`src/rtl/pipe_pkg.sv`:
```
// Shared pipeline types for the ID-stage load-use scoreboard.
// One shadow-pipeline entry type plus the hazard predicates applied to it.
package pipe_pkg;

  localparam int REG_ADDR_W = 5;
  localparam logic [REG_ADDR_W-1:0] REG_ZERO = 5'd0;

  typedef struct packed {
    logic                  valid;
    logic [REG_ADDR_W-1:0] rd;
    logic                  regWrite;
    logic                  memRead;
  } sb_entry_t;

  localparam sb_entry_t SB_BUBBLE = '{valid: 1'b0, rd: REG_ZERO, regWrite: 1'b0, memRead: 1'b0};

  // r0 is hardwired, so a load targeting it never produces a real dependency.
  function automatic logic is_pending_load(input sb_entry_t e);
    return e.valid && e.regWrite && e.memRead && (e.rd != REG_ZERO);
  endfunction

  function automatic logic entry_matches(
    input sb_entry_t             e,
    input logic [REG_ADDR_W-1:0] rs,
    input logic [REG_ADDR_W-1:0] rt,
    input logic                  use_rs,
    input logic                  use_rt
  );
    return (use_rs && (e.rd == rs)) || (use_rt && (e.rd == rt));
  endfunction

endpackage

```
`src/rtl/load_use_scoreboard_if.sv`:
```
// ID-stage <-> scoreboard signal bundle: issue info, ID sources, stall/status back.
// The ID stage holds the master modport, the scoreboard the slave modport.
interface load_use_scoreboard_if #(
  parameter int CNT_W = 16
);
  import pipe_pkg::*;

  logic                  issue_valid;
  logic [REG_ADDR_W-1:0] issue_rd;
  logic                  issue_regWrite;
  logic                  issue_memRead;
  logic                  flush;
  logic [REG_ADDR_W-1:0] rs_FD;
  logic [REG_ADDR_W-1:0] rt_FD;
  logic                  use_rs;
  logic                  use_rt;
  logic                  stall;
  logic                  busy;
  logic [CNT_W-1:0]      stall_count;

  modport master (
    output issue_valid, issue_rd, issue_regWrite, issue_memRead, flush,
    output rs_FD, rt_FD, use_rs, use_rt,
    input  stall, busy, stall_count
  );

  modport slave (
    input  issue_valid, issue_rd, issue_regWrite, issue_memRead, flush,
    input  rs_FD, rt_FD, use_rs, use_rt,
    output stall, busy, stall_count
  );

endinterface

```
`src/rtl/load_use_scoreboard_sb_stage.sv`:
```
// One shadow-pipeline entry register, async reset to a bubble.
// When enabled it captures either its input entry or a bubble.
module sb_stage
  import pipe_pkg::*;
(
  input  logic      clk,
  input  logic      reset,
  input  logic      en,
  input  logic      bubble,
  input  sb_entry_t d,
  output sb_entry_t q
);

  sb_entry_t q_q;
  sb_entry_t q_d;

  always_comb begin
    q_d = q_q;
    if (en) begin
      q_d = bubble ? SB_BUBBLE : d;
    end
  end

  always_ff @(posedge clk or posedge reset) begin
    if (reset) begin
      q_q <= SB_BUBBLE;
    end else begin
      q_q <= q_d;
    end
  end

  assign q = q_q;

endmodule

```
`src/rtl/load_use_scoreboard.sv`:
```
// Load-use hazard detector at ID: shadows EX/MEM/WB producers and stalls ID on
// a source that depends on a load not yet forwardable; counts stalled cycles.
module load_use_scoreboard
  import pipe_pkg::*;
#(
  parameter int LOAD_USE_DEPTH = 1,
  parameter int CNT_W          = 16
) (
  input logic                  clk,
  input logic                  reset,
  load_use_scoreboard_if.slave sb
);

  sb_entry_t issue_ent;
  sb_entry_t ex_q;
  sb_entry_t mem_q;
  sb_entry_t wb_q;
  logic      ex_bubble;
  logic      ex_hit;
  logic      mem_hit;
  logic      stall;

  assign issue_ent = '{valid:    1'b1,
                       rd:       sb.issue_rd,
                       regWrite: sb.issue_regWrite,
                       memRead:  sb.issue_memRead};

  // Flush and stall both force a bubble into EX; an issue during stall is dropped.
  assign ex_bubble = sb.flush | stall | ~sb.issue_valid;

  sb_stage u_ex (
    .clk    (clk),
    .reset  (reset),
    .en     (1'b1),
    .bubble (ex_bubble),
    .d      (issue_ent),
    .q      (ex_q)
  );

  sb_stage u_mem (
    .clk    (clk),
    .reset  (reset),
    .en     (1'b1),
    .bubble (1'b0),
    .d      (ex_q),
    .q      (mem_q)
  );

  sb_stage u_wb (
    .clk    (clk),
    .reset  (reset),
    .en     (1'b1),
    .bubble (1'b0),
    .d      (mem_q),
    .q      (wb_q)
  );

  always_comb begin
    ex_hit  = is_pending_load(ex_q)
              && entry_matches(ex_q, sb.rs_FD, sb.rt_FD, sb.use_rs, sb.use_rt);
    mem_hit = 1'b0;
    // With the longer load latency, data is still missing while the load sits in MEM.
    if (LOAD_USE_DEPTH >= 2) begin
      mem_hit = is_pending_load(mem_q)
                && entry_matches(mem_q, sb.rs_FD, sb.rt_FD, sb.use_rs, sb.use_rt);
    end
    stall = ex_hit | mem_hit;
  end

  logic [CNT_W-1:0] stall_count_q;
  logic [CNT_W-1:0] stall_count_d;

  always_comb begin
    stall_count_d = stall_count_q;
    if (stall && (stall_count_q != {CNT_W{1'b1}})) begin
      stall_count_d = stall_count_q + 1'b1;
    end
  end

  always_ff @(posedge clk or posedge reset) begin
    if (reset) begin
      stall_count_q <= '0;
    end else begin
      stall_count_q <= stall_count_d;
    end
  end

  assign sb.stall       = stall;
  assign sb.busy        = ex_q.valid | mem_q.valid | wb_q.valid;
  assign sb.stall_count = stall_count_q;

endmodule

```
`src/flat_wrapper.sv`:
```
// flat-port wrapper written by rule: the top's interface ports become plain ports
module load_use_scoreboard_flat import pipe_pkg::*;
#(
  parameter int LOAD_USE_DEPTH = 1,
  parameter int CNT_W          = 16
)
  (clk, reset, sb_issue_valid, sb_issue_rd, sb_issue_regWrite, sb_issue_memRead, sb_flush, sb_rs_FD, sb_rt_FD, sb_use_rs, sb_use_rt, sb_stall, sb_busy, sb_stall_count);
  load_use_scoreboard_if #(.CNT_W(CNT_W)) sb_i ();
  input logic clk;
  input logic reset;
  input wire logic [$bits(sb_i.issue_valid)-1:0] sb_issue_valid;
  input wire logic [$bits(sb_i.issue_rd)-1:0] sb_issue_rd;
  input wire logic [$bits(sb_i.issue_regWrite)-1:0] sb_issue_regWrite;
  input wire logic [$bits(sb_i.issue_memRead)-1:0] sb_issue_memRead;
  input wire logic [$bits(sb_i.flush)-1:0] sb_flush;
  input wire logic [$bits(sb_i.rs_FD)-1:0] sb_rs_FD;
  input wire logic [$bits(sb_i.rt_FD)-1:0] sb_rt_FD;
  input wire logic [$bits(sb_i.use_rs)-1:0] sb_use_rs;
  input wire logic [$bits(sb_i.use_rt)-1:0] sb_use_rt;
  output wire logic [$bits(sb_i.stall)-1:0] sb_stall;
  output wire logic [$bits(sb_i.busy)-1:0] sb_busy;
  output wire logic [$bits(sb_i.stall_count)-1:0] sb_stall_count;
  assign sb_i.issue_valid = sb_issue_valid;
  assign sb_i.issue_rd = sb_issue_rd;
  assign sb_i.issue_regWrite = sb_issue_regWrite;
  assign sb_i.issue_memRead = sb_issue_memRead;
  assign sb_i.flush = sb_flush;
  assign sb_i.rs_FD = sb_rs_FD;
  assign sb_i.rt_FD = sb_rt_FD;
  assign sb_i.use_rs = sb_use_rs;
  assign sb_i.use_rt = sb_use_rt;
  assign sb_stall = sb_i.stall;
  assign sb_busy = sb_i.busy;
  assign sb_stall_count = sb_i.stall_count;
  load_use_scoreboard #(.LOAD_USE_DEPTH(LOAD_USE_DEPTH), .CNT_W(CNT_W)) u_core (.clk(clk), .reset(reset), .sb(sb_i));
endmodule
```
`config.mk`:
```
export PLATFORM = sky130hd
export DESIGN_NAME = load_use_scoreboard_flat
export DESIGN_NICKNAME = d
export VERILOG_FILES = /design/src/rtl/pipe_pkg.sv /design/src/rtl/load_use_scoreboard_if.sv /design/src/rtl/load_use_scoreboard_sb_stage.sv /design/src/rtl/load_use_scoreboard.sv /design/src/flat_wrapper.sv
export SDC_FILE = /design/constraint.sdc
export NUM_CORES = 1
export LEC_CHECK = 0
export CAP_MARGIN = 5
export CORE_MARGIN = 5
export CORE_UTILIZATION = 47
export CTS_BUF_LIST = sky130_fd_sc_hd__clkbuf_4 sky130_fd_sc_hd__clkbuf_8
export CTS_CLUSTER_SIZE = 24
export DETAILED_ROUTE_END_ITERATION = 10
export PLACE_DENSITY = 0.85
export SYNTH_ARGS = -nofsm -noshare
export SYNTH_HDL_FRONTEND = slang
export SYNTH_SLANG_ARGS = --single-unit
```
`constraint.sdc`:
```
create_clock -name clk -period 2.4 [get_ports clk]
set_input_delay 0.24 -clock clk [delete_from_list [all_inputs] [get_ports clk]]
set_output_delay 0.24 -clock clk [all_outputs]
set_load 0.1 [all_outputs]
```
==> flow_summary.json, run 1 <==
{
  "place_congestion": 0.8332,
  "clk_latency_ns": 0.33,
  "dr_total_vias": 989,
  "num-nets-final": 181,
  "worstSetupPathType": "reg -> out",
  "slowest_stage": "or4_4",
  "clock_sinks": 26,
  "path_cells": "or4_4, o2111ai_4, inv_2, and2_1, buf_12",
  "setup_viol": 0,
  "vdd_drop_max_v": 0.0003154,
  "finalPower_uw": 771.7,
  "post-place-ws_ns": 0.3951,
  "rsz0062_at_grt": "no",
  "grt_overflow": 0,
  "postCtsHoldBufs": 0,
  "cts_buffer_depth": 2,
  "core_area_sq_mm": 0.002686,
  "p_leak_nw": 0.7643,
  "start_kind": "flop",
  "cap_violations": 0,
  "nFillCells": 222,
  "syn_nets": 134,
  "post_cts_buffers": 0,
  "fin_util": 0.6507,
  "remaining_drc_errors": 0,
  "synth_area_sq_mm": 0.001290,
  "antenna_found_initial": 0,
  "antennaDiodeCount": 0,
  "ys_ff_latch": 26,
  "finalClockSkew_ns": 0.01493,
  "holdCritPathClass": "in -> async",
  "ctsResizeCount": 0,
  "synthMostInstantiatedCell": "dfrtp_1",
  "totalWireLength_um": 2846,
  "tightestPinTransition_ns": 0.5953,
  "crit_arrival_ns": 2.05,
  "synth_edf_count": 0,
  "drt_iter0_markers": 28,
  "clockRootBuffer": "clkbuf_4",
  "ant_nets": 0,
  "avgSynthCellArea_sq_um": 11.73,
  "die-height_um": 62.39,
  "clkTransAtPathRegs_ns": 0.15,
  "io_buffers": 40,
  "critPathMaxStageDelay_ns": 0.56,
  "timing.fmax_mhz": 435.8,
  "h-tree-depth": 1,
  "synth.largest_area_cell": "dfrtp_1",
  "synth_cell_types": 30,
  "cellPowerDensity_mw_per_mm2": 441.5,
  "drive_gt1_frac": 0.2244,
  "cts_tree": "yes",
  "initial_core_util": 0.4802,
  "num_rows": 19,
  "grt_pass1_vias": 1053,
  "track_usage": 0.1509,
  "hold_viol": 0,
  "dieArea_sq_mm": 0.003893,
  "worstPathRequired_ns": 2.16,
  "grt_pass1_wl_um": 4774,
  "dominantRegCellSynth": "dfrtp_1",
  "regArea_sq_um": 650.6,
  "viasPerCell": 5.289,
  "fin_ws_ns": 0.1056,
  "critPathMaxFanout": 5,
  "multiInputGateArea_sq_um": 624.3,
  "stdcell_area_sq_mm": 0.001748,
  "ys_warn_count": 0,
  "areaGrowthSynthToFinish_pct": 35.50,
  "dr.pass1.iters": 4,
  "synthArstFlopShare": 1.000,
  "die_w_um": 62.39,
  "ys_top_cells_by_count": "26 x dfrtp_1, 23 x xnor2_1, 9 x nand4_1, 8 x and2_1, 7 x nand3_1",
  "ys_seq_area_frac": 0.5044,
  "drt-wirelength-per-cell_um": 15.22,
  "dp_hpwl_um": 2246,
  "numCtsBuffers": 3,
  "drv_slew": 0,
  "cp-end-kind": "output port",
  "placed_cell_area_sq_mm": 0.001712,
  "grt_max_degree": 27,
  "min_period_over_period": 0.9560,
  "yosys-top-cells-area": "dfrtp_1 50%, xnor2_1 16%, nand4_1 4.4%, and2_1 3.9%, nand3_1 2.7%",
  "postSynthCellCount": 110,
  "fin_setup_tns_ns": 0,
  "maxSlewHeadroom": 0.6007,
  "status": "complete, no violations",
  "period_minus_slack_ns": 2.294,
  "ios": 41,
  "synth_top_area_share": 0.5044
}
## metrics by stage
step | instances | hold WS, ns
after floorplan | 110 | 0.2800
after global routing | 187 | 0.2788
final | 187 | 0.2451
after detailed placement | 183 | 0.3668
after global placement | 183 | 0.3552
after CTS | 187 | 0.2631
## state kept, by name, summed over array words and instances (netlist names)
register / count
u_core.u_mem.q: 1
u_core.u_ex.q: 8
u_core.sb.stall_count: 16
u_core.u_wb.q: 1
## worst max-delay path, delay by kind of cell, from the launching register on
family                 cells  cell delay [ns]
AOI/OAI and AO/OA          1             0.28
buffers and inverters      2             0.26
DFF                        1             0.44
and+or+nand+nor            2             0.75
## where the power goes
group	total (mW)	internal, mW	switching (mW)
logic	0.0949	0.0534	0.0415
registers	0.452	0.445	0.00700
clock network	0.224	0.0929	0.132
## final cells by class
type	count	share of cell area
clock buffer	4	0.02076
tap	31	0.02219
timing repair buffer	43	0.2233
inverter	2	0.004295
sequential	26	0.3722
multi-input combinational	81	0.3572
## layout by cell type (no fill, tap or decap), drive strengths merged, types with 4 or more instances in the layout
cell type	count
and2	8
and3	6
buf	21
clkbuf	4
clkdlybuf4s50	22
dfrtp	26
nand2	6
nand3	7
nand4	9
xnor2	23
## per-layer routing
layer / global-route usage / routed length (um) / part of all wire
met2: 0.2681 / 1501 / 0.53
met4: 0.06631 / 82 / 0.029
met1: 0.1717 / 1132 / 0.40
met5: 0 / 0 / 0
met3: 0.03237 / 129 / 0.045
## cell families after synthesis
| logic type | share of synthesized area |
|---|---|
| simple gates | 0.2279 |
| flops | 0.5044 |
| xor+xnor | 0.1562 |
| compound gates | 0.06985 |
| buf+inv | 0.01164 |
| mux | 0.02036 |
| fa+ha+maj | 0.009698 |
## path summary, 6_finish.rpt
path                                    from                  endpoint  slack [ns]  depth (start not counted)
min                                    reset         u_core.u_mem.q[7]        0.25                          3
max                         u_core.u_ex.q[2]                  sb_stall        0.11                          5
min in group clk           u_core.u_mem.q[7]          u_core.u_wb.q[7]        0.42                          0
min reg2reg                u_core.u_mem.q[7]          u_core.u_wb.q[7]        0.42                          0
max reg2reg                 u_core.u_ex.q[2]  u_core.sb.stall_count[1]        0.47                          5
max in group asynchronous              reset  u_core.sb.stall_count[7]        1.89                          3
No activity file was read; power rests on OpenSTA's default activity.
==> run 2: changes to the inputs <==
--- a/config.mk
+++ b/config.mk
@@ -6,5 +6,4 @@
 export NUM_CORES = 1
 export LEC_CHECK = 0
-export CAP_MARGIN = 5
 export CORE_MARGIN = 5
 export CORE_UTILIZATION = 47
==> constraint.sdc (replaced) <==
create_clock -name clk -period 2.4 [get_ports clk]
set_input_delay 0.48 -clock clk [delete_from_list [all_inputs] [get_ports clk]]
set_output_delay 0.48 -clock clk [all_outputs]
set_load 0.1 [all_outputs]
==> run 2 against run 1 <==
  * Total power shrank 0.52%
  * Clock skew shrank 0.013 ns
  * Die area is the same
  * First-iteration DRC count shrank 46%
  * Cell count grew 2.1%
  * Maximum frequency shrank 2.5%
  * Critical endpoint unchanged
==> flow_summary.json, run 2 (same netlist as run 1, synthesis figures left out) <==
{
  "io_buffers": 40,
  "num-nets-final": 185,
  "numCtsBuffers": 3,
  "finalPower_uw": 767.6,
  "remaining_drc_errors": 0,
  "holdCritPathClass": "reg -> reg",
  "antennaDiodeCount": 0,
  "critPathMaxFanout": 2,
  "cp-end-kind": "output port",
  "cellPowerDensity_mw_per_mm2": 431.1,
  "maxSlewHeadroom": 0.5974,
  "p_sw_uw": 174.6,
  "die-height_um": 62.39,
  "p_clk_frac": 0.285,
  "worstPathRequired_ns": 1.92,
  "clk_latency_ns": 0.31,
  "hold_viol": 0,
  "areaGrowthSynthToFinish_pct": 38.02,
  "min_period_over_period": 0.9807,
  "combPwrFrac": 0.127,
  "timing.fmax_mhz": 424.9,
  "dr.pass1.iters": 4,
  "dr_total_vias": 1000,
  "cap_violations": 0,
  "totalWireLength_um": 2845,
  "placed_cell_area_sq_mm": 0.001705,
  "clkTransAtPathRegs_ns": 0.14,
  "stdcell_area_sq_mm": 0.001780,
  "grt_overflow": 0,
  "grt_max_degree": 27,
  "final_cell_mix": "26 x dfrtp_1, 24 x buf_4, 23 x xnor2_1",
  "cts_tree": "yes",
  "worstSetupPathType": "reg -> out",
  "period_minus_slack_ns": 2.354,
  "ant_nets": 0,
  "grt_pass1_vias": 1121,
  "setup_viol": 0,
  "viasPerCell": 5.236,
  "fin_setup_tns_ns": 0,
  "power_frac_seq": 0.588,
  "cts_buffer_depth": 2,
  "grt_pass1_wl_um": 4933,
  "ios": 41,
  "drive_gt1_frac": 0.2500,
  "vdd_drop_max_v": 0.0004652,
  "antenna_found_initial": 0,
  "finalClockSkew_ns": 0.001947,
  "drt_iter0_markers": 15,
  "crit_arrival_ns": 1.87,
  "drv_slew": 0,
  "initial_core_util": 0.4802,
  "p_leak_nw": 0.7860,
  "switching_share": 0.2275,
  "rsz0062_at_grt": "yes",
  "dp_hpwl_um": 2186,
  "clock_sinks": 26,
  "start_kind": "flop",
  "p_int_uw": 593.0,
  "num_rows": 19,
  "h-tree-depth": 1,
  "largest_register_ff_count": 16,
  "clockRootBuffer": "clkbuf_4",
  "track_usage": 0.1545,
  "fin_util": 0.6628,
  "final_common_cell": "dfrtp_1",
  "core_area_sq_mm": 0.002686,
  "drt-wirelength-per-cell_um": 14.90,
  "status": "complete, no violations",
  "die_w_um": 62.39,
  "dieArea_sq_mm": 0.003893,
  "tightestPinTransition_ns": 0.6003,
  "place_congestion": 0.8008
}
## run 2: changes by cell type in the layout (fill, tap and decap cells not counted), sizes merged
cell,before,now
buf,21,25
## run 2: worst max-delay path: stages (launching register included)
cell and delay, ns:
dfrtp_1 0.41, or4_4 0.55, o2111ai_4 0.22, inv_2 0.06, and2_4 0.16, buf_12 0.16
## run 2: power groups by stage
stage / combinational (mW) / clock, mW / sequential, mW
after floorplan: 0.0470 / 0 / 0.460
after global placement: 0.0926 / 0 / 0.460
after detailed placement: 0.0949 / 0 / 0.461
after CTS: 0.0981 / 0.225 / 0.451
after global routing: 0.106 / 0.250 / 0.453
final: 0.0977 / 0.219 / 0.451
## run 2: what timing repair did
action                                  CTS  global route
endpoints found under the setup margin    1             1
hold buffers                              0             0
pin swaps                                 2             3
buffers inserted                          3             2
gates resized for setup                   1             0
## run 2: stage by stage
step	cells	setup WS, ns	hold slack [ns]
CTS	189	-0.01154	0.3910
floorplan	110	0.06351	0.3480
detailed placement	182	0.08488	0.3592
finish	191	0.04643	0.3871
global route	191	-0.03153	0.4053
global placement	182	0.1779	0.3553
## run 2: per-layer routing
metal  GRT usage  up-vias  part of all wire
li1            -      488                 -
met1      0.1759      479              0.40
met2      0.2707       27              0.55
met3     0.04137        6             0.041
met4     0.06366        0             0.016
met5           0        -                 0
## run 2: final timing paths
check / end / start / slack (ns) / cells after the start
max: sb_stall / u_core.u_ex.q[2] / 0.05 / 5
min: u_core.u_wb.q[7] / u_core.u_mem.q[7] / 0.39 / 0
max reg2reg: u_core.sb.stall_count[14] / u_core.u_ex.q[5] / 0.40 / 8
min reg2reg: u_core.u_wb.q[7] / u_core.u_mem.q[7] / 0.39 / 0
max in group asynchronous: u_core.sb.stall_count[9] / reset / 1.65 / 3
min in group asynchronous: u_core.u_wb.q[7] / reset / 0.50 / 3
## run 2: layout make-up
class | instances | area, sq um
flip-flops and latches | 26 | 650.6
multi-input cells | 81 | 626.9
well taps | 31 | 38.79
fillers | 223 | 905.9
inverters | 2 | 7.507
repair buffers | 47 | 420.4
clock buffers | 4 | 36.28
==> run 3: changes to the inputs <==
CELL_PAD_IN_SITES_DETAIL_PLACEMENT = 0   (was not set)
CELL_PAD_IN_SITES_GLOBAL_PLACEMENT = 2   (was not set)
CORE_UTILIZATION = 30   (was 47)
MAX_ROUTING_LAYER = met4   (was not set)
PLACE_DENSITY = 0.86   (was 0.85)
==> run 3 against run 2 <==
  * Maximum frequency is 2.4% higher
  * Highest routed layer unchanged
  * Via count is 1.1% higher
  * Non-clock buffer count is 2 higher
  * Die area is 47% higher
  * Sequential cell count stayed put
  * Critical path depth stayed put
  * Global-route usage is 3.0 points lower
  * First-iteration DRC count grew to 2.6 times the previous value
  * Setup slack better by 0.055 ns
  * Largest power group unchanged
  * Combinational power is 0.8% higher
  * Core utilization is 21 points lower
  * Cell count is 11% higher
==> flow_summary.json, run 3 (same netlist as run 1, synthesis figures left out) <==
{
  "core_area_sq_mm": 0.004086,
  "critPathMaxStageDelay_ns": 0.55,
  "timing.fmax_mhz": 435.1,
  "final_cell_mix": "26 x buf_4, 26 x dfrtp_1, 23 x xnor2_1",
  "post-place-ws_ns": 0.1291,
  "placed_cells": 202,
  "clk_latency_ns": 0.27,
  "initial_core_util": 0.3157,
  "viasPerCell": 4.769,
  "largest_register_ff_count": 16,
  "tightestPinTransition_ns": 0.6597,
  "drive_gt1_frac": 0.2593,
  "dr_total_vias": 1011,
  "setup_viol": 0,
  "vdd_drop_max_v": 0.0001984,
  "cap_violations": 0,
  "ant_nets": 0,
  "critPathMaxFanout": 2,
  "path_cells": "or4_4, o2111ai_4, inv_2, and2_4, buf_12",
  "clock_sinks": 26,
  "dieArea_sq_mm": 0.005712,
  "min_period_over_period": 0.9576,
  "die-height_um": 75.58,
  "ios": 41,
  "holdCritPathClass": "reg -> reg",
  "drt_iter0_markers": 39,
  "num_rows": 23,
  "stdcell_area_sq_mm": 0.001854,
  "track_usage": 0.1241,
  "cellPowerDensity_mw_per_mm2": 489.2,
  "worstPathRequired_ns": 1.92,
  "grt_pass1_wl_um": 5106,
  "critical_path.top_delay_family": "simple AND/OR/NAND/NOR gates",
  "placed_cell_area_sq_mm": 0.001737,
  "p_leak_nw": 0.8088,
  "grt_pass1_vias": 1090,
  "grt_max_degree": 27,
  "io_buffers": 40,
  "clkTransAtPathRegs_ns": 0.09,
  "dr.pass1.iters": 3,
  "hold_ws_ns": 0.3726,
  "worstSetupPathType": "reg -> out",
  "h-tree-depth": 1,
  "dp_hpwl_um": 2345,
  "period_minus_slack_ns": 2.298,
  "fin_setup_tns_ns": 0,
  "finalClockSkew_ns": 0.008471,
  "finalNonFillerCells": 212,
  "cts_tree": "yes",
  "drv_slew": 0,
  "clockRootBuffer": "clkbuf_8",
  "drt-wirelength-per-cell_um": 14.60,
  "hold_viol": 0,
  "postCtsHoldBufs": 0,
  "maxSlewHeadroom": 0.5576,
  "rsz0062_at_grt": "no",
  "numCtsBuffers": 3,
  "antenna_found_initial": 0,
  "cts_buffer_depth": 2,
  "slowest_stage": "or4_4",
  "antennaDiodeCount": 0,
  "place_congestion": 0.8070,
  "finalPower_uw": 907.1,
  "num-nets-final": 187,
  "start_kind": "flop",
  "cp-end-kind": "output port",
  "path_buf_inv": 2,
  "crit_arrival_ns": 1.82,
  "die_w_um": 75.58,
  "grt_overflow": 0,
  "remaining_drc_errors": 0,
  "totalWireLength_um": 3096,
  "status": "complete, no violations",
  "fin_ws_ns": 0.1018,
  "nFillCells": 406,
  "fin_util": 0.4538,
  "areaGrowthSynthToFinish_pct": 43.74
}
[run 3: per-layer routing]
| metal | GRT usage | vias up | routed length (um) |
|---|---|---|---|
| met1 | 0.1532 | 484 | 1312 |
| met5 | - | - | 0 |
| met2 | 0.1965 | 29 | 1547 |
| li1 | - | 494 | - |
| met4 | 0.05243 | 0 | 57 |
| met3 | 0.02639 | 4 | 178 |
[run 3: path summary, 6_finish.rpt]
| path | from | endpoint | slack (ns) | cells after the start |
|---|---|---|---|---|
| worst max register to register | u_core.u_ex.q[2] | u_core.sb.stall_count[1] | 0.26 | 8 |
| worst max-delay path | u_core.u_ex.q[2] | sb_stall | 0.10 | 5 |
| worst min register to register | u_core.u_mem.q[7] | u_core.u_wb.q[7] | 0.37 | 0 |
| min in group asynchronous | reset | u_core.u_ex.q[4] | 0.57 | 3 |
| max in group asynchronous | reset | u_core.sb.stall_count[11] | 1.57 | 3 |
| worst min-delay path | u_core.u_mem.q[7] | u_core.u_wb.q[7] | 0.37 | 0 |
[run 3: power by group]
part           internal [mW]  leakage [nW]  switching (mW)
Clock                  0.223        0.0357           0.135
Sequential             0.445         0.356         0.00562
Combinational         0.0552         0.417          0.0432
Total                  0.723         0.809           0.184
[run 3: final cells by class]
cell class | instances | area, sq um | area share
clock inverter | 1 | 30.03 | 0.01619
inverter | 2 | 7.507 | 0.004049
timing repair buffer | 49 | 435.4 | 0.2348
multi-input combinational | 81 | 626.9 | 0.3381
sequential | 26 | 650.6 | 0.3509
tap | 50 | 62.56 | 0.03374
clock buffer | 3 | 41.29 | 0.02227
[run 3: repair_timing]
action	CTS	global route
cloned	0	0
setup buffers	4	2
endpoints found under the setup margin	1	1
pin swaps	1	1
resized for setup	1	0
